$ cat src/rtl/boot_pkg.sv
// Shared types and constants for the UART boot loader.
//   boot_state_e   : loader FSM state encoding (7 states, 3 bits)
//   SYNC_BYTE      : frame start marker
//   BYTES_PER_WORD : payload bytes per instruction word
package boot_pkg;

    typedef enum logic [2:0] {
        S_SYNC   = 3'd0,
        S_CNT_LO = 3'd1,
        S_CNT_HI = 3'd2,
        S_DATA   = 3'd3,
        S_CSUM   = 3'd4,
        S_DONE   = 3'd5,
        S_ERR    = 3'd6
    } boot_state_e;

    localparam logic [7:0] SYNC_BYTE      = 8'h55;
    localparam int         BYTES_PER_WORD = 4;

endpackage

$ cat src/rtl/uart_boot_loader_if.sv
// Byte-stream input and instruction-memory write port of the boot loader.
//   rx_data/rx_valid/rx_frame_err : bytes from the UART deserializer
//   mem_we/mem_addr/mem_wd        : single-cycle writes into instruction memory
// master: the loader side (consumes bytes, drives the memory write port).
// slave : the environment side (UART RX feeding in, instruction memory receiving).
interface uart_boot_loader_if #(
    parameter int DATA_WIDTH = 32
);
    logic [7:0]            rx_data;
    logic                  rx_valid;
    logic                  rx_frame_err;
    logic                  mem_we;
    logic [31:0]           mem_addr;
    logic [DATA_WIDTH-1:0] mem_wd;

    modport master (
        input  rx_data, rx_valid, rx_frame_err,
        output mem_we, mem_addr, mem_wd
    );

    modport slave (
        output rx_data, rx_valid, rx_frame_err,
        input  mem_we, mem_addr, mem_wd
    );
endinterface

$ cat src/rtl/boot_word_assembler.sv
// Assembles payload bytes into little-endian words and keeps a running XOR.
//   clear      : restart at byte lane 0 with a zero checksum
//   byte_valid : byte_in is a payload byte to absorb this cycle
//   word_out   : current word with byte_in merged into the active lane
//   word_ready : this byte completes a word (word_out is the full word)
//   csum       : XOR of every payload byte absorbed since clear
module boot_word_assembler
    import boot_pkg::*;
#(
    parameter int DATA_WIDTH = 8 * BYTES_PER_WORD
) (
    input  logic                  clk,
    input  logic                  rst_n,
    input  logic                  clear,
    input  logic                  byte_valid,
    input  logic [7:0]            byte_in,
    output logic [DATA_WIDTH-1:0] word_out,
    output logic                  word_ready,
    output logic [7:0]            csum
);

    logic [DATA_WIDTH-1:0] word_reg;
    logic [1:0]            byte_idx_reg;
    logic [7:0]            csum_reg;

    // Merge the incoming byte into its lane so the top can write the finished
    // word in the same cycle its last byte arrives.
    generate
        for (genvar gi = 0; gi < BYTES_PER_WORD; gi++) begin : g_lane
            assign word_out[8*gi +: 8] = (byte_idx_reg == 2'(gi)) ? byte_in
                                                                  : word_reg[8*gi +: 8];
        end
    endgenerate

    assign word_ready = byte_valid && (byte_idx_reg == 2'(BYTES_PER_WORD - 1));
    assign csum       = csum_reg;

    always_ff @(posedge clk or negedge rst_n) begin
        if (!rst_n) begin
            word_reg     <= '0;
            byte_idx_reg <= '0;
            csum_reg     <= '0;
        end else if (clear) begin
            word_reg     <= '0;
            byte_idx_reg <= '0;
            csum_reg     <= '0;
        end else if (byte_valid) begin
            word_reg     <= word_out;
            byte_idx_reg <= byte_idx_reg + 2'd1;
            csum_reg     <= csum_reg ^ byte_in;
        end
    end

endmodule

$ cat src/rtl/uart_boot_loader.sv
// Loads a program image from the UART byte stream into instruction memory and
// holds the core in reset until a complete, checksum-verified image is present.
// Frame: 0x55, CNT_LO, CNT_HI, N*4 payload bytes (LSB first), CSUM (XOR of payload).
//   clk, rst_n   : clock, asynchronous active-low reset
//   bus          : byte input and memory write port (master modport)
//   core_rst_n   : active-low core reset, high only once the image is verified
//   load_done    : image loaded and verified
//   load_err     : last load attempt failed (bad length, checksum, framing, timeout)
//   words_loaded : words written during the current attempt
module uart_boot_loader
    import boot_pkg::*;
#(
    parameter int DATA_WIDTH     = 32,
    parameter int ADDR_WIDTH     = 6,
    parameter int TIMEOUT_CYCLES = 1000000
) (
    input  logic                   clk,
    input  logic                   rst_n,
    uart_boot_loader_if.master     bus,
    output logic                   core_rst_n,
    output logic                   load_done,
    output logic                   load_err,
    output logic [15:0]            words_loaded
);

    localparam int              TW         = (TIMEOUT_CYCLES > 1) ? $clog2(TIMEOUT_CYCLES) : 1;
    localparam logic [TW-1:0]   TIMER_LAST = TW'(TIMEOUT_CYCLES - 1);
    localparam logic [16:0]     MAX_WORDS  = 17'd1 << ADDR_WIDTH;

    boot_state_e           state_reg;
    logic [15:0]           cnt_reg;
    logic [TW-1:0]         timer_reg;
    logic                  mem_we_reg;
    logic [31:0]           mem_addr_reg;
    logic [DATA_WIDTH-1:0] mem_wd_reg;
    logic                  core_rst_n_reg;
    logic                  load_done_reg;
    logic                  load_err_reg;
    logic [15:0]           words_loaded_reg;

    logic                  loading;
    logic                  go_err;
    logic                  sync_seen;
    logic                  asm_valid;
    logic                  asm_ready;
    logic [DATA_WIDTH-1:0] asm_word;
    logic [7:0]            asm_csum;
    logic [15:0]           cnt_full;

    assign loading   = (state_reg == S_CNT_LO) || (state_reg == S_CNT_HI) ||
                       (state_reg == S_DATA)   || (state_reg == S_CSUM);
    // A framing error always wins over the byte it arrived with; a timeout can
    // only fire in a cycle with no byte.
    assign go_err    = loading && (bus.rx_frame_err ||
                                   (!bus.rx_valid && timer_reg == TIMER_LAST));
    assign sync_seen = ((state_reg == S_SYNC) || (state_reg == S_ERR)) &&
                       bus.rx_valid && (bus.rx_data == SYNC_BYTE);
    assign asm_valid = (state_reg == S_DATA) && bus.rx_valid && !bus.rx_frame_err;
    assign cnt_full  = {bus.rx_data, cnt_reg[7:0]};

    boot_word_assembler #(.DATA_WIDTH(DATA_WIDTH)) u_asm (
        .clk        (clk),
        .rst_n      (rst_n),
        .clear      (sync_seen),
        .byte_valid (asm_valid),
        .byte_in    (bus.rx_data),
        .word_out   (asm_word),
        .word_ready (asm_ready),
        .csum       (asm_csum)
    );

    always_ff @(posedge clk or negedge rst_n) begin
        if (!rst_n) begin
            state_reg        <= S_SYNC;
            cnt_reg          <= '0;
            timer_reg        <= '0;
            mem_we_reg       <= 1'b0;
            mem_addr_reg     <= '0;
            mem_wd_reg       <= '0;
            core_rst_n_reg   <= 1'b0;
            load_done_reg    <= 1'b0;
            load_err_reg     <= 1'b0;
            words_loaded_reg <= '0;
        end else begin
            mem_we_reg <= 1'b0;

            if (loading && !bus.rx_valid)
                timer_reg <= timer_reg + 1'b1;
            else
                timer_reg <= '0;

            if (go_err) begin
                state_reg    <= S_ERR;
                load_err_reg <= 1'b1;
            end else begin
                case (state_reg)
                    S_SYNC, S_ERR: begin
                        if (sync_seen) begin
                            state_reg        <= S_CNT_LO;
                            load_err_reg     <= 1'b0;
                            words_loaded_reg <= '0;
                        end
                    end
                    S_CNT_LO: begin
                        if (bus.rx_valid) begin
                            cnt_reg[7:0] <= bus.rx_data;
                            state_reg    <= S_CNT_HI;
                        end
                    end
                    S_CNT_HI: begin
                        if (bus.rx_valid) begin
                            cnt_reg <= cnt_full;
                            if ({1'b0, cnt_full} > MAX_WORDS) begin
                                state_reg    <= S_ERR;
                                load_err_reg <= 1'b1;
                            end else if (cnt_full == 16'd0) begin
                                state_reg <= S_CSUM;
                            end else begin
                                state_reg <= S_DATA;
                            end
                        end
                    end
                    S_DATA: begin
                        if (asm_ready) begin
                            mem_we_reg       <= 1'b1;
                            mem_wd_reg       <= asm_word;
                            mem_addr_reg     <= {14'd0, words_loaded_reg, 2'b00};
                            words_loaded_reg <= words_loaded_reg + 16'd1;
                            if (words_loaded_reg + 16'd1 == cnt_reg)
                                state_reg <= S_CSUM;
                        end
                    end
                    S_CSUM: begin
                        if (bus.rx_valid) begin
                            if (bus.rx_data == asm_csum) begin
                                state_reg      <= S_DONE;
                                load_done_reg  <= 1'b1;
                                core_rst_n_reg <= 1'b1;
                            end else begin
                                state_reg    <= S_ERR;
                                load_err_reg <= 1'b1;
                            end
                        end
                    end
                    default: ; // S_DONE: sticky until rst_n
                endcase
            end
        end
    end

    assign bus.mem_we    = mem_we_reg;
    assign bus.mem_addr  = mem_addr_reg;
    assign bus.mem_wd    = mem_wd_reg;
    assign core_rst_n    = core_rst_n_reg;
    assign load_done     = load_done_reg;
    assign load_err      = load_err_reg;
    assign words_loaded  = words_loaded_reg;

endmodule

$ cat src/flat_wrapper.sv
// flat-port wrapper written by rule: the top's interface ports become plain ports
module uart_boot_loader_flat import boot_pkg::*;
#(
    parameter int DATA_WIDTH     = 32,
    parameter int ADDR_WIDTH     = 6,
    parameter int TIMEOUT_CYCLES = 1000000
)
  (clk, rst_n, core_rst_n, load_done, load_err, words_loaded, bus_rx_data, bus_rx_valid, bus_rx_frame_err, bus_mem_we, bus_mem_addr, bus_mem_wd);
  uart_boot_loader_if #(.DATA_WIDTH(DATA_WIDTH)) bus_i ();
  input  logic clk;
  input  logic rst_n;
  output logic core_rst_n;
  output logic load_done;
  output logic load_err;
  output logic [15:0] words_loaded;
  input wire logic [$bits(bus_i.rx_data)-1:0] bus_rx_data;
  input wire logic [$bits(bus_i.rx_valid)-1:0] bus_rx_valid;
  input wire logic [$bits(bus_i.rx_frame_err)-1:0] bus_rx_frame_err;
  output wire logic [$bits(bus_i.mem_we)-1:0] bus_mem_we;
  output wire logic [$bits(bus_i.mem_addr)-1:0] bus_mem_addr;
  output wire logic [$bits(bus_i.mem_wd)-1:0] bus_mem_wd;
  assign bus_i.rx_data = bus_rx_data;
  assign bus_i.rx_valid = bus_rx_valid;
  assign bus_i.rx_frame_err = bus_rx_frame_err;
  assign bus_mem_we = bus_i.mem_we;
  assign bus_mem_addr = bus_i.mem_addr;
  assign bus_mem_wd = bus_i.mem_wd;
  uart_boot_loader #(.DATA_WIDTH(DATA_WIDTH), .ADDR_WIDTH(ADDR_WIDTH), .TIMEOUT_CYCLES(TIMEOUT_CYCLES)) u_core (.clk(clk), .rst_n(rst_n), .bus(bus_i), .core_rst_n(core_rst_n), .load_done(load_done), .load_err(load_err), .words_loaded(words_loaded));
endmodule
$ cat config.mk
export PLATFORM = sky130hd
export DESIGN_NAME = uart_boot_loader_flat
export DESIGN_NICKNAME = d
export VERILOG_FILES = /design/src/rtl/boot_pkg.sv /design/src/rtl/uart_boot_loader_if.sv /design/src/rtl/boot_word_assembler.sv /design/src/rtl/uart_boot_loader.sv /design/src/flat_wrapper.sv
export SDC_FILE = /design/constraint.sdc
export NUM_CORES = 1
export LEC_CHECK = 0
export CAP_MARGIN = 20
export CORE_MARGIN = 4
export CORE_UTILIZATION = 51
export CTS_CLUSTER_DIAMETER = 50
export DETAILED_ROUTE_END_ITERATION = 10
export PLACE_DENSITY = 0.88
export SYNTH_ARGS = -nofsm -noshare
export SYNTH_HDL_FRONTEND = slang
export SYNTH_HIERARCHICAL = 1
export SYNTH_SLANG_ARGS = --single-unit
$ cat constraint.sdc
create_clock -name clk -period 2.8 [get_ports clk]
set_input_delay 0.7 -clock clk [delete_from_list [all_inputs] [get_ports clk]]
set_output_delay 0.7 -clock clk [all_outputs]
set_load 0.005 [all_outputs]
Word level (Yosys, flattened, before mapping):

Index checks and enable logic that the tools add are counted.

* input port bits: 12
* register bits after elaboration: 148

* eq/ne operators: 22
* reduce and logical (&&, ||, !) cells: 30
* bitwise operators: 3
* add/sub/neg operators: 3
* mux-type cells: 37
* order comparisons: 1

Operators by type and width (count)
* $mux 32: 2
* $mux 8: 7
* $mux 16: 2
* $pmux 16 s2: 1
* $mux 3: 9
* $add 20x1->20 const B: 1
* $eq 20x20->1 const B: 1
* $mux 20: 1
* $ne 3x2->1 const B: 6
* $add 16x1->16 const B: 1
* $eq 16x16->1: 1
* $gt 16x7->1 const B: 1
* $logic_not 16->1: 1
* $pmux 8 s2: 1
* $pmux 3 s5: 1
* $reduce_and 4->1: 3
* $mux 1: 9
* $eq 8x7->1 const B: 1
* $eq 8x8->1: 1
* $logic_and 1x1->1: 8
* $xor 8x8->8: 1
* $reduce_and 7->1: 1
* $eq 3x2->1 const B: 2
* $eq 3x3->1 const B: 2
* 19 further kinds: 32

Logic depth before layout (Yosys ltp):

Gate-level depths: netlist (run 1).

* depth after elaboration: 7
* mapped depth: 15
* mapped depth without buffers: 10

Cells and area by module:

Netlist (run 1), hierarchy kept.

By module, submodules not included
* uart_boot_loader: cells each 595, instances 1, area each 5403.9 sq um, seq. area each 2652.5 sq um
* boot_word_assembler: cells each 200, instances 1, area each 2398.6 sq um, seq. area each 1051.0 sq um

Worst setup path after synthesis (run 1):

Ideal clock, no wire load.

* path type: input to register
* from: in bus_rx_valid
* to: reg u_core.words_loaded_reg[5], in the netlist u_core/words_loaded[5]
* cell stages on the path: 15
* buffers on the path: 5
* arrival time: 2.670 ns
* required time: 2.667 ns
* setup slack: -0.003 ns
* cells stage by stage: buf_2 > nand2_1 > nor4_1 > buf_6 > buf_6 > nand2_4 > inv_1 > nand2_1 > or3_1 > clkbuf_1 > inv_2 > nor2_1 > buf_2 > o21ai_0 > o31ai_1

* elaborated cells on any way between the ends: 13
* classes of those cells: eq/ne (2); bitwise (1); reduce/logical (10)

RTL lines
* start: declaration: RTL line flat_wrapper.sv:17 `input wire logic [$bits(bus_i.rx_valid)-1:0] bus_rx_valid;`
* $logic_and 1x1->1 (2 in series): RTL line uart_boot_loader.sv:58 `assign asm_valid = (state_reg == S_DATA) && bus.rx_valid && !bus.rx_frame_err;`
* net u_core.asm_valid: RTL line uart_boot_loader.sv:44 `logic asm_valid;`
* $logic_and 1x1->1: RTL line boot_word_assembler.sv:35 `assign word_ready = byte_valid && (byte_idx_reg == 2'(BYTES_PER_WORD - 1));`
* net u_core.asm_ready: RTL line uart_boot_loader.sv:45 `logic asm_ready;`
* $ne 2x1->1 (no line)
* $reduce_and 4->1 (no line)
* end signal: assignment: RTL line uart_boot_loader.sv:128 `words_loaded_reg <= words_loaded_reg + 16'd1;`
* end: declaration: RTL line uart_boot_loader.sv:39 `logic [15:0] words_loaded_reg;`

The timed path passes the listed nets, and every way through them passes these cells.
A chain may end at the register's enable or synchronous reset.

Worst setup path after layout (run 1):

* from: in bus_rx_data[1]
* to: reg u_core.state_reg[2]

* longest elaborated chain between the ends: 6
* elaborated cells on any way between the ends: 11
* classes of those cells: order compare (1); eq/ne (2); mux (5); reduce/logical (3)

RTL lines
* start: declaration: RTL line flat_wrapper.sv:16 `input wire logic [$bits(bus_i.rx_data)-1:0] bus_rx_data;`
* branches (longest 6 deep; another with $gt 16x7->1)
* end signal: assignment: RTL line uart_boot_loader.sv:93 `state_reg <= S_ERR;`
* end signal: assignment: RTL line uart_boot_loader.sv:99 `state_reg <= S_CNT_LO;`
* end signal: assignment: RTL line uart_boot_loader.sv:114 `state_reg <= S_ERR;`
* end: declaration: RTL line uart_boot_loader.sv:30 `boot_state_e state_reg;`

Several ways; the timed one is not identified. The select of a mux whose other input is x is not followed.

==> results of run 1 <==
==> synthesized netlist by cell type (7+ instances only) <==
library cell	instances
xor2_1	19
nand3b_1	8
buf_4	22
and3_1	7
nor2_1	43
nand3_1	11
a21oi_1	14
dfrtp_1	148
xnor2_1	26
inv_1	15
buf_2	15
nand2_1	168
mux2_2	49
o21ai_0	31
nand2b_1	40
or3_1	7
nor3_1	13
clkbuf_1	18
mux2i_1	36
nand4_1	15
==> metrics by stage <==
step                hold slack [ns]  cell area (um^2)  std cells  setup TNS, ns
floorplan                     0.404              7870        810              0
global placement              0.457              8860       1052         -12.83
detailed placement            0.462              8860       1052         -16.29
CTS                           0.223              9430       1083              0
global route                  0.241              9440       1083              0
finish                        0.226              9440       1083              0
==> worst reg2reg max path, stage by stage, from the launching register on <==
cell and delay (ns):
dfrtp_1 0.48, ha_1 0.32, nand3_2 0.21, nor4_2 0.47
xnor2_1 0.13, a211oi_1 0.21, nand3_1 0.12, o21ba_2 0.26
o31a_1 0.28
==> power breakdown <==
group	internal [mW]	total (mW)	switching (mW)
sequential	2.23	2.34	0.111
clock	1.35	2.23	0.887
combinational	0.325	0.719	0.394
total	3.90	5.29	1.39
==> routing by layer <==
layer,vias up,global-route usage,wire (um)
met5,-,0,0
met4,0,0.0653,246
met3,32,0.0516,1060
met2,210,0.364,9390
met1,3027,0.295,8230
li1,2841,-,-
==> kinds of logic after synthesis <==
logic type / count (synthesis) / synth area share
AO/OA/AOI/OAI: 91 / 0.0794
XOR/XNOR: 45 / 0.0505
adder cells (fa/ha/maj): 6 / 0.00962
buffers and inverters: 77 / 0.0539
flip-flops: 148 / 0.475
multiplexers: 85 / 0.117
other: 1 / 0.000481
AND/OR/NAND/NOR: 342 / 0.215
==> area by class of cell <==
| class | instances | area, um^2 |
|---|---|---|
| Clock buffer | 21 | 460 |
| Sequential cell | 148 | 3700 |
| Inverter | 16 | 60.1 |
| Multi-Input combinational cell | 585 | 3750 |
| Timing Repair Buffer | 119 | 1120 |
| Clock inverter | 10 | 108 |
| Tap cell | 184 | 230 |
| Fill cell | 1170 | 5320 |
==> what timing repair did <==
| item | CTS | global route |
|---|---|---|
| resized for setup | 1 | 1 |
| endpoints found under the hold margin | 0 | 0 |
| endpoints found under the setup margin | 4 | 12 |
| hold buffers | 0 | 0 |
==> final timing paths <==
path | endpoint | slack, ns | cells after the start
max reg2reg | u_core/state_reg[1]$_DFFE_PN0P_ | 0.21 | 8
max in group asynchronous | u_core/words_loaded[7]$_DFFE_PN0P_ | 1.87 | 2
min in group clk | u_core/bus.mem_wd[17]$_DFFE_PN0P_ | 0.48 | 2
max | u_core/state_reg[2]$_DFFE_PN0P_ | 0.14 | 9
min | u_core/timer_reg[8]$_DFF_PN0_ | 0.23 | 1
min reg2reg | u_core/bus.mem_wd[17]$_DFFE_PN0P_ | 0.48 | 2
==> impl_metrics.tcl, run 1 <==
set metrics [dict create \
    dp_worst_setup_slack_ns -0.456 \
    grt_antenna_before_repair 0 \
    netlist.area_leader.share 0.475 \
    total_global_routing_overflow 0 \
    area_growth_pct 20.9 \
    critical_path.most_common_cell "o22ai_2" \
    power.static_leakage_nw 4.49 \
    hpwl_um 12700 \
    antenna_cells_inserted 0 \
    die_h_um 132 \
    layout_commonest_cell "nand2_1" \
    post-route-util 0.640 \
    detail_route.iter0.violations 552 \
    drive_above_1_share 0.165 \
    worst_ep_required_time_ns 3.13 \
    die_w_um 132 \
    fraction_of_registers_with_async_set_reset 1.00 \
    floorplan.rows 44 \
    first_pass_grt_wire_length_um 31600 \
    finalPower_mw 5.29 \
    vias_per_cell 5.64 \
    number_of_buffers_inserted_by_post_cts_setup_repair 0 \
    worst_path_largest_cell_delay_ns 0.42 \
    routed-via-count 6110 \
    cts.sink_count 148 \
    synth-edff-count 0 \
    fin_crit_sh 0.951 \
    worst-path-max-fanout 2 \
    initial_utilization 0.529 \
    fp.coreArea_um2 14800 \
    timing.critical_path.slowest_stage_cell "clkdlybuf4s50_1" \
    synth_area_um2 7800 \
    final_net_count 905 \
    crit_path_start "bus_rx_data[1]" \
    crit_path_cell_trace "clkdlybuf4s50_1, or3_4, nor4_2, buf_4, and4_1, o22ai_2, o221a_4, or3_1, o22ai_2" \
    critPathArrivalTime_ns 3.00 \
    place_congestion 0.894 \
    type_of_origin_of_the_critical_path "primary input" \
    crit_type "primary input to flip-flop" \
    route.detailed.drc 0 \
    htreeDepth 4 \
    worst-path-buf-inv 2 \
    io-pin-count 96 \
    power_density_nw_per_um2 561 \
    timing.final.max_slew_violations 0 \
    layout.cells.most_common_list "nand2_1 (168), dfrtp_1 (148), clkdlybuf4s50_1 (78)" \
    floorplan.die_area_um2 17300 \
    post_drt_wl_per_cell_um 17.5 \
    numCtsBuffers 17 \
    io_buffers 79 \
    post-route-min-period_ns 2.66 \
    finClkSkew_ns 0.0167 \
    worstReg2RegStart "u_core/words_loaded[0]$_DFFE_PN0P_" \
    clk-insertion-delay-late_ns 0.43 \
    drv.max_cap_violation_count 0 \
    outcome "complete, no violations" \
    synth.avg_cell_area_um2 9.81 \
    grt_max_degree 56 \
    ys_seq_elements 148 \
    clockRootBuffer "clkbuf_16" \
    postSynth.topFlopCell "dfrtp_1" \
    synth_warnings 6 \
    worst_hold_path_type "primary input to asynchronous set/reset pin" \
    cts.path.max_buffers 2 \
    end_kind "flip-flop" \
    fmax_ghz 0.376 \
    totalWireLength_um 18900 \
    postRouteAntennaNets 0 \
    rsz0062_at_grt "false" \
    most_area_consuming_cells_after_synthesis "dfrtp_1 (47%), nand2_1 (8.1%), mux2_2 (7.1%), mux2i_1 (4.6%), nand2b_1 (3.2%)" \
    report.final.hold_viol_count 0 \
    seq_area_frac_synth 0.475 \
    tightest_slew_ns 0.693 \
    timing.max_slew.rel_slack 0.534 \
    global_route.usage.total 0.221 \
    synth.largest_area_cell "dfrtp_1" \
    setup_ws_ns 0.138 \
    clock_slew_seen_by_the_registers_of_the_worst_setup_and_hold_paths_ns 0.05 \
    max-vdd-ir-drop_mv 0.448 \
    timing.final.setup_violations 0 \
    syn_inst 795 \
    path_delay_family "simple AND/OR/NAND/NOR gates" \
    drt_pass1_iterations 5 \
    yosys.cell_types.count 65 \
    cts_tree "done" \
    vias_in_the_first_global_route 6145 \
]
(Power assumes the default switching activity.)
==> run 2, diff against run 1 <==
- SKIP_CTS_REPAIR_TIMING: not set -> 1
==> results of run 2 <==
Final layout, timing and power as in run 1 (identical DEF).
Among the figures that moved: via count of the first global-routing pass 6145 -> 6143; met1 usage 0.295 -> 0.294
